<file path="config.mk">
export PLATFORM = sky130hd
export DESIGN_NAME = i2c_config_sequencer
export DESIGN_NICKNAME = d
export VERILOG_FILES = /design/src/rtl/i2c_cfg_pkg.sv /design/src/rtl/i2c_config_rom.sv /design/src/rtl/i2c_config_sequencer.sv
export SDC_FILE = /design/constraint.sdc
export NUM_CORES = 1
export LEC_CHECK = 0
export ABC_CLOCK_PERIOD_IN_PS = 3150
export CAP_MARGIN = 20
export CORE_UTILIZATION = 45
export CTS_CLUSTER_SIZE = 12
export DETAILED_ROUTE_END_ITERATION = 10
export GPL_ROUTABILITY_DRIVEN = 0
export GPL_TIMING_DRIVEN = 0
export PLACE_DENSITY = 0.72
export SYNTH_ARGS = -nofsm -noshare
export SYNTH_HDL_FRONTEND = slang
export SYNTH_SLANG_ARGS = --single-unit
export TNS_END_PERCENT = 1
</file>
<file path="constraint.sdc">
create_clock -name i_Clk -period 3.15 [get_ports i_Clk]
set_input_delay 0.63 -clock i_Clk [delete_from_list [all_inputs] [get_ports i_Clk]]
set_output_delay 0.63 -clock i_Clk [all_outputs]
set_load 0.1 [all_outputs]
</file>
<file path="src/rtl/i2c_cfg_pkg.sv">
// rtl/i2c_cfg_pkg.sv - shared FSM encoding and ROM entry layout for the I2C config sequencer
package i2c_cfg_pkg;

  localparam int ENTRY_W  = 15;
  localparam int ADDR_MSB = 14;
  localparam int ADDR_LSB = 8;
  localparam int DATA_MSB = 7;
  localparam int DATA_LSB = 0;

  typedef enum logic [3:0] {
    S_IDLE,
    S_FETCH,
    S_LOAD,
    S_ISSUE,
    S_WAIT_HI,
    S_WAIT_LO,
    S_GAP,
    S_DONE,
    S_FAIL
  } state_t;

endpackage

</file>
<file path="src/rtl/i2c_config_rom.sv">
// rtl/i2c_config_rom.sv - synchronous-read table of {slave address, data byte} write entries
module i2c_config_rom
  import i2c_cfg_pkg::*;
(
  input  logic               i_Clk,
  input  logic [7:0]         i_Addr,
  output logic [ENTRY_W-1:0] o_Data
);

  logic [ENTRY_W-1:0] r_Data;

  always_ff @(posedge i_Clk) begin
    case (i_Addr)
      8'd0:    r_Data <= {7'h51, 8'hAC};
      8'd1:    r_Data <= {7'h51, 8'h01};
      8'd2:    r_Data <= {7'h20, 8'hFF};
      8'd3:    r_Data <= {7'h1A, 8'h10};
      8'd4:    r_Data <= {7'h1A, 8'h22};
      8'd5:    r_Data <= {7'h3C, 8'h80};
      8'd6:    r_Data <= {7'h3C, 8'h05};
      8'd7:    r_Data <= {7'h68, 8'h7E};
      default: r_Data <= '0;
    endcase
  end

  assign o_Data = r_Data;

endmodule

</file>
<file path="src/rtl/i2c_config_sequencer.sv">
// rtl/i2c_config_sequencer.sv - walks the config ROM and issues each entry as a single-byte I2C write
module i2c_config_sequencer
  import i2c_cfg_pkg::*;
#(
  parameter int NUM_ENTRIES   = 8,
  parameter int MAX_RETRY     = 3,
  parameter int GAP_CYCLES    = 100,
  parameter int START_TIMEOUT = 16
) (
  input  logic       i_Clk,
  input  logic       i_Rst,
  input  logic       i_Start,
  output logic       o_Busy,
  output logic       o_Done,
  output logic       o_Fail,
  output logic [7:0] o_Index,
  output logic       o_Mst_Enable,
  output logic [6:0] o_Mst_Slave_Addr,
  output logic [7:0] o_Mst_Wr_Byte,
  output logic       o_Mst_Wr_Start,
  output logic       o_Mst_Rd_Start,
  input  logic       i_Mst_Busy,
  input  logic       i_Mst_Error
);

  localparam int GAP_W = (GAP_CYCLES > 1) ? $clog2(GAP_CYCLES) : 1;
  localparam int TMO_W = (START_TIMEOUT > 1) ? $clog2(START_TIMEOUT) : 1;
  localparam int RTY_W = (MAX_RETRY > 0) ? $clog2(MAX_RETRY + 1) : 1;

  localparam logic [7:0]       LAST_IDX = 8'(NUM_ENTRIES - 1);
  localparam logic [GAP_W-1:0] GAP_LOAD = GAP_W'(GAP_CYCLES - 1);
  localparam logic [TMO_W-1:0] TMO_LAST = TMO_W'(START_TIMEOUT - 1);
  localparam logic [RTY_W-1:0] RTY_MAX  = RTY_W'(MAX_RETRY);

  state_t             r_State;
  logic [7:0]         r_Index;
  logic [RTY_W-1:0]   r_Retry;
  logic [GAP_W-1:0]   r_Gap;
  logic [TMO_W-1:0]   r_Tmo;
  logic               r_Refetch;
  logic               r_Busy;
  logic               r_Done;
  logic               r_Fail;
  logic               r_Wr_Start;
  logic [6:0]         r_Slave_Addr;
  logic [7:0]         r_Wr_Byte;

  logic [ENTRY_W-1:0] w_Rom_Data;
  logic               w_Attempt_Ok;
  logic               w_Attempt_Bad;

  i2c_config_rom u_rom (
    .i_Clk  (i_Clk),
    .i_Addr (r_Index),
    .o_Data (w_Rom_Data)
  );

  // A timeout in WAIT_HI and a NACK at the busy fall are the same failed attempt.
  assign w_Attempt_Ok  = (r_State == S_WAIT_LO) && !i_Mst_Busy && !i_Mst_Error;
  assign w_Attempt_Bad = ((r_State == S_WAIT_LO) && !i_Mst_Busy && i_Mst_Error) ||
                         ((r_State == S_WAIT_HI) && !i_Mst_Busy && (r_Tmo == TMO_LAST));

  always_ff @(posedge i_Clk) begin
    if (i_Rst) begin
      r_State      <= S_IDLE;
      r_Index      <= '0;
      r_Retry      <= '0;
      r_Gap        <= '0;
      r_Tmo        <= '0;
      r_Refetch    <= 1'b0;
      r_Busy       <= 1'b0;
      r_Done       <= 1'b0;
      r_Fail       <= 1'b0;
      r_Wr_Start   <= 1'b0;
      r_Slave_Addr <= '0;
      r_Wr_Byte    <= '0;
    end else begin
      r_Wr_Start <= 1'b0;
      case (r_State)
        S_IDLE, S_DONE, S_FAIL: begin
          if (i_Start) begin
            r_Index <= '0;
            r_Retry <= '0;
            r_Done  <= 1'b0;
            r_Fail  <= 1'b0;
            r_Busy  <= 1'b1;
            r_State <= S_FETCH;
          end
        end
        S_FETCH: r_State <= S_LOAD;
        S_LOAD: begin
          r_Slave_Addr <= w_Rom_Data[ADDR_MSB:ADDR_LSB];
          r_Wr_Byte    <= w_Rom_Data[DATA_MSB:DATA_LSB];
          r_State      <= S_ISSUE;
        end
        S_ISSUE: begin
          r_Wr_Start <= 1'b1;
          r_Tmo      <= '0;
          r_State    <= S_WAIT_HI;
        end
        S_WAIT_HI: begin
          if (i_Mst_Busy) r_State <= S_WAIT_LO;
          else            r_Tmo   <= r_Tmo + TMO_W'(1);
        end
        S_WAIT_LO: ;
        S_GAP: begin
          if (r_Gap == '0) r_State <= r_Refetch ? S_FETCH : S_ISSUE;
          else             r_Gap   <= r_Gap - GAP_W'(1);
        end
        default: r_State <= S_IDLE;
      endcase

      if (w_Attempt_Ok) begin
        r_Retry <= '0;
        if (r_Index == LAST_IDX) begin
          r_Busy  <= 1'b0;
          r_Done  <= 1'b1;
          r_State <= S_DONE;
        end else begin
          r_Index   <= r_Index + 8'd1;
          r_Refetch <= 1'b1;
          r_Gap     <= GAP_LOAD;
          r_State   <= S_GAP;
        end
      end else if (w_Attempt_Bad) begin
        // Retry never exceeds RTY_MAX, so inequality means budget remains.
        if (r_Retry != RTY_MAX) begin
          r_Retry   <= r_Retry + RTY_W'(1);
          r_Refetch <= 1'b0;
          r_Gap     <= GAP_LOAD;
          r_State   <= S_GAP;
        end else begin
          r_Busy  <= 1'b0;
          r_Fail  <= 1'b1;
          r_State <= S_FAIL;
        end
      end
    end
  end

  assign o_Busy           = r_Busy;
  assign o_Done           = r_Done;
  assign o_Fail           = r_Fail;
  assign o_Index          = r_Index;
  assign o_Mst_Enable     = ~i_Rst;
  assign o_Mst_Slave_Addr = r_Slave_Addr;
  assign o_Mst_Wr_Byte    = r_Wr_Byte;
  assign o_Mst_Wr_Start   = r_Wr_Start;
  assign o_Mst_Rd_Start   = 1'b0;

endmodule
</file>
# Yosys cells after proc, flatten, opt, wreduce, memory -nomap -nowiden

Memory sizes are Yosys's and may differ from the RTL's. A register that Yosys moved wholly into a read port is not among the register bits.
Index checks and enable logic that the tools add are counted.

ROM bits: 120
Memories kept: 1
Register bits after elaboration: 45
Output and inout bits: 29
Input bits: 5
Word-level logic and storage cells: 100

Memories:

| name            | depth | bits a word | read ports | clocked after memory_dff | wr ports | line                 | text |
|---|---|---|---|---|---|---|---|
| (no name shown) | 8     | 15          | 1          | 1                        | 0        | i2c_config_rom.sv:13 | `case (i_Addr)` |

Equal/unequal tests: 17
Muxes and demuxes: 45
$add $sub $neg: 4
Reduce and logical (&&, ||, !) cells: 20
Bitwise gates (word level): 1

Operator list:

| cell                  | number |
|---|---|
| $mux W7               | 6 |
| $mux W8               | 4 |
| $mux W4               | 7 |
| $pmux W4 S7           | 1 |
| $mux W1               | 21 |
| $eq A4 B3 Y1 const B  | 4 |
| $ne A4 B4 Y1 const B  | 3 |
| $mux W2               | 5 |
| $add A8 B1 Y8 const B | 1 |
| $eq A4 B2 Y1 const B  | 2 |
| $eq A4 B4 Y1 const B  | 2 |
| $eq A8 B3 Y1 const B  | 1 |
| $pmux W4 S2           | 1 |
| $logic_not A7 Y1      | 1 |
| $sub A7 B1 Y7 const B | 1 |
| $ne A2 B2 Y1 const B  | 3 |
| $reduce_bool A2 Y1    | 3 |
| $logic_and A1 B1 Y1   | 5 |
| $logic_not A5 Y1      | 1 |
| $add A4 B1 Y4 const B | 1 |
| $eq A4 B1 Y1 const B  | 1 |
| $logic_not A4 Y1      | 1 |
| $reduce_and A4 Y1     | 1 |
| $logic_not A1 Y1      | 3 |
| other kinds (8)       | 8 |

# Depth between registers and ports, before layout

Depth after elaboration: 6
Gate-level depth with buffers: 7
Mapped depth without buffers: 6

# Hierarchy

Synthesis repeated with hierarchy kept, for this count alone.

Cells, all modules: 320
Area, all modules: 2,785.2 um2

Modules (own cells, without submodules):

| module               | area an instance (um2) | seq. area each (um2) | cells an instance | instances |
|---|---|---|---|---|
| i2c_config_sequencer | 2,163.3                | 900.9                | 263               | 1 |
| i2c_config_rom       | 621.8                  | 300.3                | 57                | 1 |

# Least setup slack after synthesis

No wires, ideal clock.

Path type: reg-to-reg
Start point: register r_Index[1], in the netlist o_Index[1]
End point: register r_Gap[0]
Required time: 3.017 ns
Library setup time: 0.133 ns
Path buffers: 0
Path slack: 0.764 ns
Data arrival time: 2.253 ns
Cell stages (with the launch flop): 6
Period minus slack after synthesis: 2.386 ns
Cell sequence: dfxtp_1 ha_1 nand4b_1 nor4_2 or3_1 a31oi_1

Word-level cells in the longest chain between the ends: 3

Ends and longest elaborated chain:

| what                   | line                        | text |
|---|---|---|
| from (decl)            | i2c_config_sequencer.sv:36  | `logic [7:0] r_Index;` |
| from (signal assigned) | i2c_config_sequencer.sv:120 | `r_Index <= r_Index + 8'd1;` |
| $eq A8 B3 Y1           | i2c_config_sequencer.sv:115 | `if (r_Index == LAST_IDX) begin` |
| $mux W7                | i2c_config_sequencer.sv:115 |  |
| $mux W7                | i2c_config_sequencer.sv:113 | `if (w_Attempt_Ok) begin` |
| to (signal assigned)   | i2c_config_sequencer.sv:108 | `else r_Gap <= r_Gap - GAP_W'(1);` |
| to (decl)              | i2c_config_sequencer.sv:38  | `logic [GAP_W-1:0] r_Gap;` |

Every way passes these cells.
A chain may end at the register's enable or synchronous reset.

# Worst setup path after layout

Start point: input port i_Rst
End point: output port o_Mst_Enable

Word-level cells in the longest chain between the ends: 1

Ends and longest elaborated chain:

| what        | line                        | text |
|---|---|---|
| from (decl) | i2c_config_sequencer.sv:11  | `input logic i_Rst,` |
| $not A1 Y1  | i2c_config_sequencer.sv:145 | `assign o_Mst_Enable = ~i_Rst;` |
| to (decl)   | i2c_config_sequencer.sv:17  | `output logic o_Mst_Enable,` |

Every way passes these cells.

==> summary.txt <==
Run status
  • Status: complete, no violations

Timing
  • Final-report max-slew violation count: 0
  • Worst-margin pin slew: 0.971 ns
  • Slew HR: 35.1%
  • Worst hold slack: 0.434 ns
  • Final hold vios: 0
  • Final setup violation count: 0
  • Final period utilization: 91.2%
  • RSZ-0062 raised after global routing: no
  • Final min period: 2.87 ns
  • Max Clock Freq: 0.348 GHz
  • PnR worst setup slack: 0.279 ns
  • Layout Skew: 0.00788 ns
  • Setup TNS: 0 ns

Global route
  • Global route overflow: 0
  • Vias in the first global route: 2318
  • Largest net degree at the start of global routing: 13
  • Total GRT Usage: 21.6%
  • First-pass GRT wire length: 10700 um
  • Initial antenna violation count: 0

Setup path
  • WS Path Type: input port to primary output
  • Reg2reg end: r_Gap[0]
  • Startpoint types: input port
  • Max incr delay on CP: 1.18 ns
  • Worst Path Arrival: 2.24 ns
  • Crit path capture type: primary output
  • Critical Path Source: i_Rst
  • Crit-path max FO: 9
  • Critical R2R Launch: o_Index[1]
  • Cell Chain, Critical Path: clkbuf_1 > inv_1 > clkdlybuf4s50_1
  • FF-to-FF setup slack: 0.95 ns
  • Worst reg-to-reg path cell count: 5
  • Slowest-stage cell, CP: clkdlybuf4s50_1
  • Required @ worst endpoint: 2.52 ns

Synthesis
  • Synth Area in Adders: 5.34%
  • Number of flops mapped to enable cells by yosys: 0
  • Cell Area, Synth: 2810 um^2
  • Syn avg cell area: 8.70 um^2
  • Post-Synth Simple-Gate Area: 27.5%
  • Synth Area in XOR/XNOR: 2.49%
  • Synth top area share: 42.7%
  • Largest family of logic cells by synthesized area: simple AND/OR/NAND/NOR gates
  • Post-synthesis mux area share: 2.54%
  • Yosys top cell by area: dfxtp_1
  • Ys async rst share: 0%
  • Cells after Synth: 323
  • Post-synthesis net count: 340
  • Main synth FF type: dfxtp_1
  • Seq cells post-synth: 60
  • Synth top area cells: dfxtp_1 43%, a21oi_1 6.9%, nand2_1 6.3%
  • Netlist cell types: 59
  • Seq/Total Area, Yosys: 42.7%
  • Commonest cells post-synth: 60 x dfxtp_1, 47 x nand2_1, 39 x a21oi_1
  • Most frequent cell after synthesis: dfxtp_1
  • Compound-gate portion of the synthesized area: 15.1%
  • YS warnings: 0

Finish
  • Layout net count: 382
  • P&R area growth vs syn: 20.7%
  • Final Util: 56.9%
  • Non-Filler Instances: 445
  • Share of cells above drive strength 1: 9.46%
  • Number of antenna cells inserted: 0

Drt
  • First-pass DRT Iterations: 4
  • Via density per instance: 5.52
  • Iter 0 DRT Violations: 143
  • Post-Route WL: 6280 um
  • Post-route ant nets: 0
  • Vias: 2456
  • Post-route DRC violation count: 0
  • Drt wl/cell: 14.1 um

Floorplan
  • Die Wd: 81.0 um
  • Ports: 34
  • Die Y-Extent: 81.0 um
  • Core Area: 5960 um^2
  • Core Rows: 28
  • Die area: 6570 um^2
  • Starting Density: 47.2%

Power
  • PD cells: 717 nW/um^2
  • Worst VDD drop: 467 uV
  • Leakage: 1.23 nW

Hold path
  • WHS Endpoint: o_Mst_Wr_Byte[2]
  • HP Class: flip-flop to flip-flop
  • Hold Path Cell Cnt: 2
  • Worst hold start: u_rom.o_Data[2]

CTS
  • Number of buffers created by CTS: 9
  • Reg clk slew, reported paths: 0.07 ns
  • Clock sinks: 60
  • H-tree depth: 3
  • Clock root buffer: clkbuf_8
  • Longest Clk Path Bufs: 2
  • Later-pin clock latency in the skew report: 0.34 ns
  • CTS Hold Buffers Added: 0
  • PostCTS Resize Cnt: 0
  • Post-CTS Setup Inserts: 0
  • CTS tree: done

Placed design
  • IO Port Bufs: 31
  • Inst Count DP: 429
  • Pre-CTS setup slack: 0.285 ns
  • Detail Placement HPWL: 4510 um

Run
  • Max_cap viols: 0
## critical path: cells and delay by family
kind,cells,cell delay (ns)
buffers and inverters,3,1.61
## layout by cell type (no fill, tap or decap), drive strengths merged, types with 2 or more instances in the layout
cell / count
dfxtp: 60
nor2b: 3
clkbuf: 18
clkdlybuf4s50: 31
nand3: 12
o211ai: 5
a211oi: 3
buf: 8
and4b: 2
xor2: 3
a21oi: 39
nand2: 47
o21ai: 3
nor4b: 2
a221oi: 3
nor3b: 2
a31oi: 2
nand2b: 3
o22a: 2
xnor2: 5
nand4: 2
nor2: 26
ha: 12
mux2i: 6
clkinv: 5
nor3: 9
inv: 11
o311ai: 2
or3: 5
or3b: 3
or2: 2
and2: 4
nor4: 8
or4: 2
## through the flow
stage          cell area [um^2]  total power [mW]
2_1_floorplan              2810              1.65
3_3_place_gp               3210              1.83
3_5_place_dp               3210              1.84
4_1_cts                    3390              2.45
5_1_grt                    3390              2.57
6_report                   3390              2.43
## flip-flops by register name, indices dropped and copies added, names as in the netlist
name	flops
o_Busy	1
o_Index	8
r_State	4
o_Fail	1
o_Mst_Slave_Addr	7
r_Refetch	1
o_Mst_Wr_Start	1
r_Tmo	4
u_rom.o_Data	15
r_Gap	7
o_Mst_Wr_Byte	8
o_Done	1
r_Retry	2
## final cells by class
| cell class | instances | area (um^2) |
|---|---|---|
| Fill cell | 543 | 2560 |
| Multi-Input combinational cell | 236 | 1490 |
| Sequential cell | 60 | 1200 |
| Timing Repair Buffer | 31 | 310 |
| Clock buffer | 9 | 124 |
| Tap cell | 75 | 93.8 |
| Buffer | 17 | 78.8 |
| Clock inverter | 7 | 52.6 |
| Inverter | 10 | 37.5 |
## cell families (layout without fill, tap and decap cells)
kind of cell,count (synthesis),after routing
AO/OA/AOI/OAI,68,68
buffers and inverters,27,74
AND/OR/NAND/NOR,140,140
multiplexers,7,7
adder cells (fa/ha/maj),12,12
flip-flops,60,60
XOR/XNOR,8,8
other,1,1
## per-layer routing
layer  part of all wire (%)  track usage, %  vias to the layer above
li1                       -               -                     1229
met1                     49            28.5                     1155
met2                     45            31.8                       62
met3                    4.7            6.97                       10
met4                    1.5            10.5                        0
met5                      0               0                        -
## where the power goes
| group | internal (mW) | switching (mW) | total [mW] |
|---|---|---|---|
| sequential | 0.832 | 0.0562 | 0.888 |
| combinational | 0.312 | 0.625 | 0.937 |
| clock | 0.288 | 0.319 | 0.607 |
## how the worst max path moves through the flow
stage | to | slack [ns]
after CTS | o_Mst_Enable | 0.28
final | o_Mst_Enable | 0.28
after global placement | o_Mst_Enable | 0.28
after detailed placement | o_Mst_Enable | 0.28
after global routing | o_Mst_Enable | 0.21
after floorplan | r_Gap[0] | 0.76
Note: power is estimated with default switching activity, not from simulation.
